$ cat src/rtl/dsm_demod.sv
// dsm_demod: decodes 3-level pwm symbols, optionally mixes with a 4-phase LO, and decimates with a 3rd-order CIC.
// Optional mixer is enabled by defining DSM_DEMOD_MIX_EN; without it the CIC decimates the baseband symbols.
module dsm_demod #(
  parameter int DEC_LOG2 = 6
`ifdef DSM_DEMOD_MIX_EN
  , parameter int LO_PHASE = 0
`endif
) (
  input  logic        clock,
  input  logic        reset,
  input  logic        sync_clr,
  input  logic [1:0]  pwm,
  output logic [19:0] dout,
  output logic        dout_valid,
  output logic        sym_err
);

  localparam int W = 2 + 3 * DEC_LOG2;
  localparam logic [W-1:0] ZERO_W = {W{1'b0}};
  localparam logic [DEC_LOG2-1:0] DEC_LAST = {DEC_LOG2{1'b1}};
  localparam logic [DEC_LOG2-1:0] DEC_ONE = {{(DEC_LOG2-1){1'b0}}, 1'b1};

  // Symbol code to signed level; the illegal code contributes nothing.
  function automatic logic signed [1:0] decode_sym(input logic [1:0] code);
    logic signed [1:0] lvl;
    case (code)
      2'b01:   lvl = 2'sb01;
      2'b10:   lvl = 2'sb11;
      default: lvl = 2'sb00;
    endcase
    return lvl;
  endfunction

  logic signed [1:0]   sym_s;
  logic signed [1:0]   mix_s;
  logic [W-1:0]        m_ext_s;
  logic [W-1:0]        i3_next_s;
  logic                tick_s;
  logic [W-1:0]        c3_s;
  logic [19:0]         scaled_s;

  logic [W-1:0]        i1_r;
  logic [W-1:0]        i2_r;
  logic [W-1:0]        i3_r;
  logic [DEC_LOG2-1:0] dec_cnt_r;
  logic [W-1:0]        cap_r;
  logic [W-1:0]        cap_dly_r;
  logic [W-1:0]        c1_r;
  logic [W-1:0]        c1_dly_r;
  logic [W-1:0]        c2_r;
  logic [W-1:0]        c2_dly_r;
  logic                v0_r;
  logic                v1_r;
  logic                v2_r;

  assign sym_s = decode_sym(pwm);

`ifdef DSM_DEMOD_MIX_EN
  logic [1:0] lo_cnt_r;

  always_ff @(posedge clock or posedge reset) begin
    if (reset) begin
      lo_cnt_r <= 2'(LO_PHASE);
    end else if (sync_clr) begin
      lo_cnt_r <= 2'(LO_PHASE);
    end else begin
      lo_cnt_r <= lo_cnt_r + 2'd1;
    end
  end

  // LO sequence +1, 0, -1, 0 applied to the decoded symbol.
  always_comb begin
    mix_s = 2'sb00;
    case (lo_cnt_r)
      2'd0:    mix_s = sym_s;
      2'd2:    mix_s = 2'sb00 - sym_s;
      default: mix_s = 2'sb00;
    endcase
  end
`else
  assign mix_s = sym_s;
`endif

  assign m_ext_s   = {{(W-2){mix_s[1]}}, mix_s};
  assign i3_next_s = i3_r + i2_r;
  assign tick_s    = (dec_cnt_r == DEC_LAST);
  assign c3_s      = c2_r - c2_dly_r;

  generate
    if (W >= 20) begin : g_trunc
      assign scaled_s = c3_s[W-1 -: 20];
    end else begin : g_shift
      assign scaled_s = {c3_s, {(20-W){1'b0}}};
    end
  endgenerate

  // Integrators wrap modulo 2^W by design; the combs undo the wrap exactly.
  always_ff @(posedge clock or posedge reset) begin
    if (reset) begin
      i1_r      <= ZERO_W;
      i2_r      <= ZERO_W;
      i3_r      <= ZERO_W;
      dec_cnt_r <= {DEC_LOG2{1'b0}};
    end else if (sync_clr) begin
      i1_r      <= ZERO_W;
      i2_r      <= ZERO_W;
      i3_r      <= ZERO_W;
      dec_cnt_r <= {DEC_LOG2{1'b0}};
    end else begin
      i1_r      <= i1_r + m_ext_s;
      i2_r      <= i2_r + i1_r;
      i3_r      <= i3_next_s;
      dec_cnt_r <= dec_cnt_r + DEC_ONE;
    end
  end

  always_ff @(posedge clock or posedge reset) begin
    if (reset) begin
      cap_r     <= ZERO_W;
      cap_dly_r <= ZERO_W;
      c1_r      <= ZERO_W;
      c1_dly_r  <= ZERO_W;
      c2_r      <= ZERO_W;
      c2_dly_r  <= ZERO_W;
      v0_r      <= 1'b0;
      v1_r      <= 1'b0;
      v2_r      <= 1'b0;
    end else if (sync_clr) begin
      cap_r     <= ZERO_W;
      cap_dly_r <= ZERO_W;
      c1_r      <= ZERO_W;
      c1_dly_r  <= ZERO_W;
      c2_r      <= ZERO_W;
      c2_dly_r  <= ZERO_W;
      v0_r      <= 1'b0;
      v1_r      <= 1'b0;
      v2_r      <= 1'b0;
    end else begin
      v0_r <= tick_s;
      v1_r <= v0_r;
      v2_r <= v1_r;
      if (tick_s) begin
        cap_r <= i3_next_s;
      end else begin
        cap_r <= cap_r;
      end
      // Each comb delay element advances only on a decimated sample.
      if (v0_r) begin
        c1_r      <= cap_r - cap_dly_r;
        cap_dly_r <= cap_r;
      end else begin
        c1_r      <= c1_r;
        cap_dly_r <= cap_dly_r;
      end
      if (v1_r) begin
        c2_r     <= c1_r - c1_dly_r;
        c1_dly_r <= c1_r;
      end else begin
        c2_r     <= c2_r;
        c1_dly_r <= c1_dly_r;
      end
      if (v2_r) begin
        c2_dly_r <= c2_r;
      end else begin
        c2_dly_r <= c2_dly_r;
      end
    end
  end

  always_ff @(posedge clock or posedge reset) begin
    if (reset) begin
      dout       <= 20'd0;
      dout_valid <= 1'b0;
    end else if (sync_clr) begin
      dout       <= 20'd0;
      dout_valid <= 1'b0;
    end else begin
      dout_valid <= v2_r;
      if (v2_r) begin
        dout <= scaled_s;
      end else begin
        dout <= dout;
      end
    end
  end

  always_ff @(posedge clock or posedge reset) begin
    if (reset) begin
      sym_err <= 1'b0;
    end else if (sync_clr) begin
      sym_err <= 1'b0;
    end else if (pwm == 2'b11) begin
      sym_err <= 1'b1;
    end else begin
      sym_err <= sym_err;
    end
  end

endmodule

$ cat config.mk
export PLATFORM = sky130hd
export DESIGN_NAME = dsm_demod
export DESIGN_NICKNAME = d
export VERILOG_FILES = /design/src/rtl/dsm_demod.sv
export SDC_FILE = /design/constraint.sdc
export NUM_CORES = 1
export LEC_CHECK = 0
export CAP_MARGIN = 15
export CELL_PAD_IN_SITES_DETAIL_PLACEMENT = 1
export CELL_PAD_IN_SITES_GLOBAL_PLACEMENT = 2
export CORE_MARGIN = 2
export CORE_UTILIZATION = 25
export DETAILED_ROUTE_END_ITERATION = 7
export DONT_BUFFER_PORTS = 1
export GPL_ROUTABILITY_DRIVEN = 0
export GPL_TIMING_DRIVEN = 0
export PLACE_DENSITY = 0.63
export SKIP_LAST_GASP = 1
export SLEW_MARGIN = 25
export SYNTH_ARGS = -nofsm -noshare
export SYNTH_HDL_FRONTEND = slang
export SYNTH_SLANG_ARGS = --single-unit
$ cat constraint.sdc
create_clock -name clock -period 8.6 [get_ports clock]
set_input_delay 1.29 -clock clock [delete_from_list [all_inputs] [get_ports clock]]
set_output_delay 1.29 -clock clock [all_outputs]
set_load 0.01 [all_outputs]
; After elaboration in Yosys (flattened, before gate mapping)
; Index checks and enable logic that the tools add are counted.
[classes]
n_eq_ne = 4
n_mux = 25
magnitude_cmp = 0
div_mod_pow = 0
n_addsub = 7
shifts = 0
bitwise = 0
n_reduce_logical = 5
mul = 0
[ops]
columns = cell, n
row1 = $mux 20, 17
row2 = $add 20x20->20, 3
row3 = $sub 20x20->20, 3
row4 = $reduce_bool 2->1, 5
row5 = $add 6x1->6 const B, 1
row6 = $eq 6x6->1 const B, 1
row7 = $mux 1, 6
row8 = $mux 6, 1
row9 = $eq 2x2->1 const B, 2
row10 = $pmux 2 s2, 1
row11 = $eq 2x1->1 const B, 1
[word_totals]
register_bits = 211
word_cells = 57
latch_bits = 0
ram_bits = 0
mem_bits_ro = 0
mem_count = 0

; Logic depth before layout (Yosys ltp)
[depth]
ltp_word = 4
depth_mapped = 13
ltp_nobuf = 11

; Worst setup path before layout
; OpenSTA, ideal clock, no wires.
[synth_path]
path_type = input to register
startpoint = input port pwm[0]
endpoint = register i1_r[18]
arrival_time_ns = 3.893
path_slack_ns = 4.580
setup_ns = 0.128
n_path_buf = 3
cell_stages = 13
cell_sequence = inv_1 -> ha_1 -> buf_4 -> buf_2 -> buf_2 -> xor2_1 -> ha_1 -> a31oi_1 -> o22ai_1 -> a21bo_2 -> o2bb2ai_1 -> a311oi_1 -> mux2_1
[synth_via]
elab_chain_cells = 4
elab_cells_between_ends = 5
[synth_rtl]
columns = item, line
row1 = "start, declared", 12  ; input logic [1:0] pwm,
row2 = $eq 2x2->1 / $eq 2x1->1 (equally long branches), 26  ; case (code)
row3 = $pmux 2 s2 (*), 26
row4 = $add 20x20->20 (*), 110  ; i1_r <= i1_r + m_ext_s;
row5 = $mux 20 (*), 104  ; end else if (sync_clr) begin
row6 = "end signal, assigned", 110
row7 = "end, declared", 42  ; logic [W-1:0] i1_r;
; Mark *: on every way between the ends. The rest lies on a longest branch, timed or not.
; A chain may end at the register's enable or synchronous reset.

; Worst setup path after layout
; Ends and elaborated chain as after synthesis.

==> impl_metrics.yaml <==
status:
  status: "completed"
layout:
  diodes: 0
  nets: 1665
  final_core_util: 0.288
  drive_gt1_frac: 0.0623
  fillers: 6418
  area_growth_pct: 14.4
  stdcell_count: 2320
floorplanning:
  dieArea_mm2: 0.0573
  ios: 27
  fp-row-count: 86
  floorplan.core_area_mm2: 0.0550
  die_width_um: 239
  die_h_um: 239
  initial_core_util: 0.252
route:
  vias: 11000
  drt_iter0_markers: 406
  firstDrtPassIters: 4
  avgRoutedWirePerCell_um: 16.9
  drc_errors: 0
  antenna_left: 0
  viasPerCell: 4.76
  wl_um: 39300
timing:
  rsz0062_at_grt: "no"
  period_needed_ns: 4.25
  slew_headroom: 0.358
  setup_tns_ns: 0
  fin_crit_sh: 0.494
  skew_ns: 0.0106
  max_freq_ghz: 0.235
  setup_viol: 0
  maxSlewViolCount: 0
  worstMarginPinSlew_ns: 0.963
  worst_slack_ns: 4.35
  hold_viol_final: 0
synthesis:
  synth_warnings: 0
  avgSynthCellArea_um2: 9.12
  synth_edf_count: 0
  synth-seq-cells: 211
  netlist_area_mm2: 0.0139
  synth_top_cell_by_area: "dfrtp_1"
  ys_seq_area_frac: 0.381
  synth_top_area_share: 0.381
  syn_nets: 1632
  synthFlopType: "dfrtp_1"
  synth_cell_type_count: 86
  yosys-top-cells-area: "dfrtp_1 (38%), ha_1 (9.3%), mux2i_1 (6.1%), nor2_1 (5.9%), xnor2_1 (3.7%)"
  synthArstFlopShare: 1.00
  synthCells: 1519
power:
  p_total_w: 0.00320
  p_leak_nw: 6.89
  power_density_mw_per_mm2: 202
  ir_drop_mv: 0.116
global_routing:
  first_global_vias: 11900
  grt_usage: 0.142
  antenna_found_initial: 0
  grt_max_degree: 65
  grt_pass1_wl_um: 65300
  gr-total-overflow: 0
clock_tree:
  post_cts_buffers: 0
  ctsHoldBuffers: 0
  root_buffer: "clkbuf_16"
  clk_latency_ns: 0.55
  cts_tree: "built"
  cts-resized-gates: 0
  cts_buffers: 28
  clock_path_buffers: 3
  clkTransAtPathRegs_ns: 0.06
  ctsHtreeMaxLevel: 1
  clock_sinks: 211
hold_path:
  min_path_type: "register to register"
place:
  portBuffers: 0
  dp_hpwl_um: 30200
  post-place-ws_ns: 3.78
  dpl.cell_count: 2270
setup_path:
  cp.required_ns: 9.03
  crit_chain: "inv_1 > ha_1 > buf_4 > buf_2 > buf_2 > xor2_1 > ha_1 > a31oi_1 > o22ai_1 > a21bo_2 > o2bb2ai_1 > a311oi_1 > mux2_1"
  slowest_delay_ns: 0.46
  cp_slowest_cell: "ha_1"
  endpoint_kind: "register"
  worstPathArrival_ns: 4.68
  cp_max_fo: 10
  start_kind: "input port"
  worst-setup-path-type: "input port to register"
  rrSetupSlack_ns: 5.58
run:
  cap_violations: 0
-- power by group --
part / leakage [nW] / total, W / switching [W] / internal [W]
combinational: 3.51 / 0.000840 / 0.000508 / 0.000333
clock: 0.479 / 0.00121 / 0.000453 / 0.000756
sequential: 2.90 / 0.00115 / 0.0000653 / 0.00108
-- cell usage after synthesis (9+ instances only) --
cell / count
a211oi_1: 20
a21o_1: 22
a21oi_1: 98
a31oi_1: 12
and2_1: 12
and3_1: 10
buf_1: 9
clkbuf_1: 48
dfrtp_1: 211
ha_1: 103
inv_1: 93
mux2i_1: 85
nand2_1: 73
nand2b_1: 12
nand3_1: 41
nand4_1: 11
nor2_1: 216
nor2b_1: 27
nor3_1: 29
o211ai_1: 10
o21a_1: 25
o21ai_0: 60
o21ai_1: 9
o21bai_1: 10
o31ai_1: 13
or3_1: 15
xnor2_1: 59
xor2_1: 32
-- final timing paths --
| path | startpoint | endpoint | depth (start not counted) |
|---|---|---|---|
| worst max-delay path | pwm[0] | i1_r[18]$_DFF_PP0_ | 13 |
| worst min-delay path | dec_cnt_r[0]$_DFF_PP0_ | dec_cnt_r[0]$_DFF_PP0_ | 1 |
| worst max register to register | i2_r[0]$_DFF_PP0_ | cap_r[18]$_DFFE_PP0P_ | 9 |
| worst min register to register | dec_cnt_r[0]$_DFF_PP0_ | dec_cnt_r[0]$_DFF_PP0_ | 1 |
| max in group asynchronous | reset | i2_r[17]$_DFF_PP0_ | 3 |
| min in group asynchronous | reset | c1_r[0]$_DFFE_PP0P_ | 1 |
-- through the flow --
step | area [um^2] | hold slack (ns)
6_report | 15800 | 0.473
3_3_place_gp | 14800 | 0.437
5_1_grt | 15800 | 0.498
3_5_place_dp | 14900 | 0.461
2_1_floorplan | 13900 | 0.425
4_1_cts | 15800 | 0.469
-- cell usage in the layout, fill, tap and decap left out, types with 8 or more instances in the layout --
cell / instances
and3_1: 10
dfrtp_1: 211
nand2b_1: 12
clkinv_2: 9
clkbuf_16: 29
a21oi_1: 98
buf_2: 8
o31ai_1: 13
buf_1: 9
o21a_1: 25
o21bai_1: 10
or3_1: 15
nand4_1: 11
o21ai_0: 60
xor2_1: 32
a22o_1: 8
nand3_1: 41
o211ai_1: 10
nor3_1: 29
inv_1: 92
nor2b_1: 27
nor2_1: 216
xnor2_1: 59
clkbuf_1: 48
and2_1: 12
nand2_1: 73
a21o_1: 22
o21ai_1: 9
a31oi_1: 12
ha_1: 103
mux2i_1: 85
a211oi_1: 20
-- metal layers --
layer	GRT usage	share of wire	up-vias
met1	0.174	0.45	5386
met5	0	0	-
met2	0.262	0.50	96
met3	0.0165	0.021	58
li1	-	-	5493
met4	0.0358	0.027	0
-- layout make-up --
| cell class | count | area (um^2) | share of cell area |
|---|---|---|---|
| timing repair buffer | 3 | 82.6 | 0.00521 |
| tap | 748 | 936 | 0.0591 |
| inverter | 96 | 368 | 0.0232 |
| multi-input combinational | 1145 | 7940 | 0.501 |
| clock buffer | 35 | 778 | 0.0491 |
| buffer | 67 | 273 | 0.0172 |
| sequential | 211 | 5280 | 0.333 |
| clock inverter | 15 | 181 | 0.0115 |
-- cells by family (layout without fill, tap and decap cells) --
logic type,count (synthesis),in the layout,synth area share
buf+inv,163,216,0.0454
simple gates,481,481,0.163
mux,94,94,0.0690
flops,211,211,0.381
compound gates,371,371,0.184
fa+ha+maj,108,108,0.100
xor+xnor,91,91,0.0575
-- critical path: cells and delay by family --
kind,cells,cell delay [ns]
AOI/OAI and AO/OA,5,1.24
adders and majority gates,2,0.70
buffers and inverters,4,0.96
muxes,1,0.35
xor gates and xnor gates,1,0.13
Note: power is estimated with default switching activity, not from simulation.
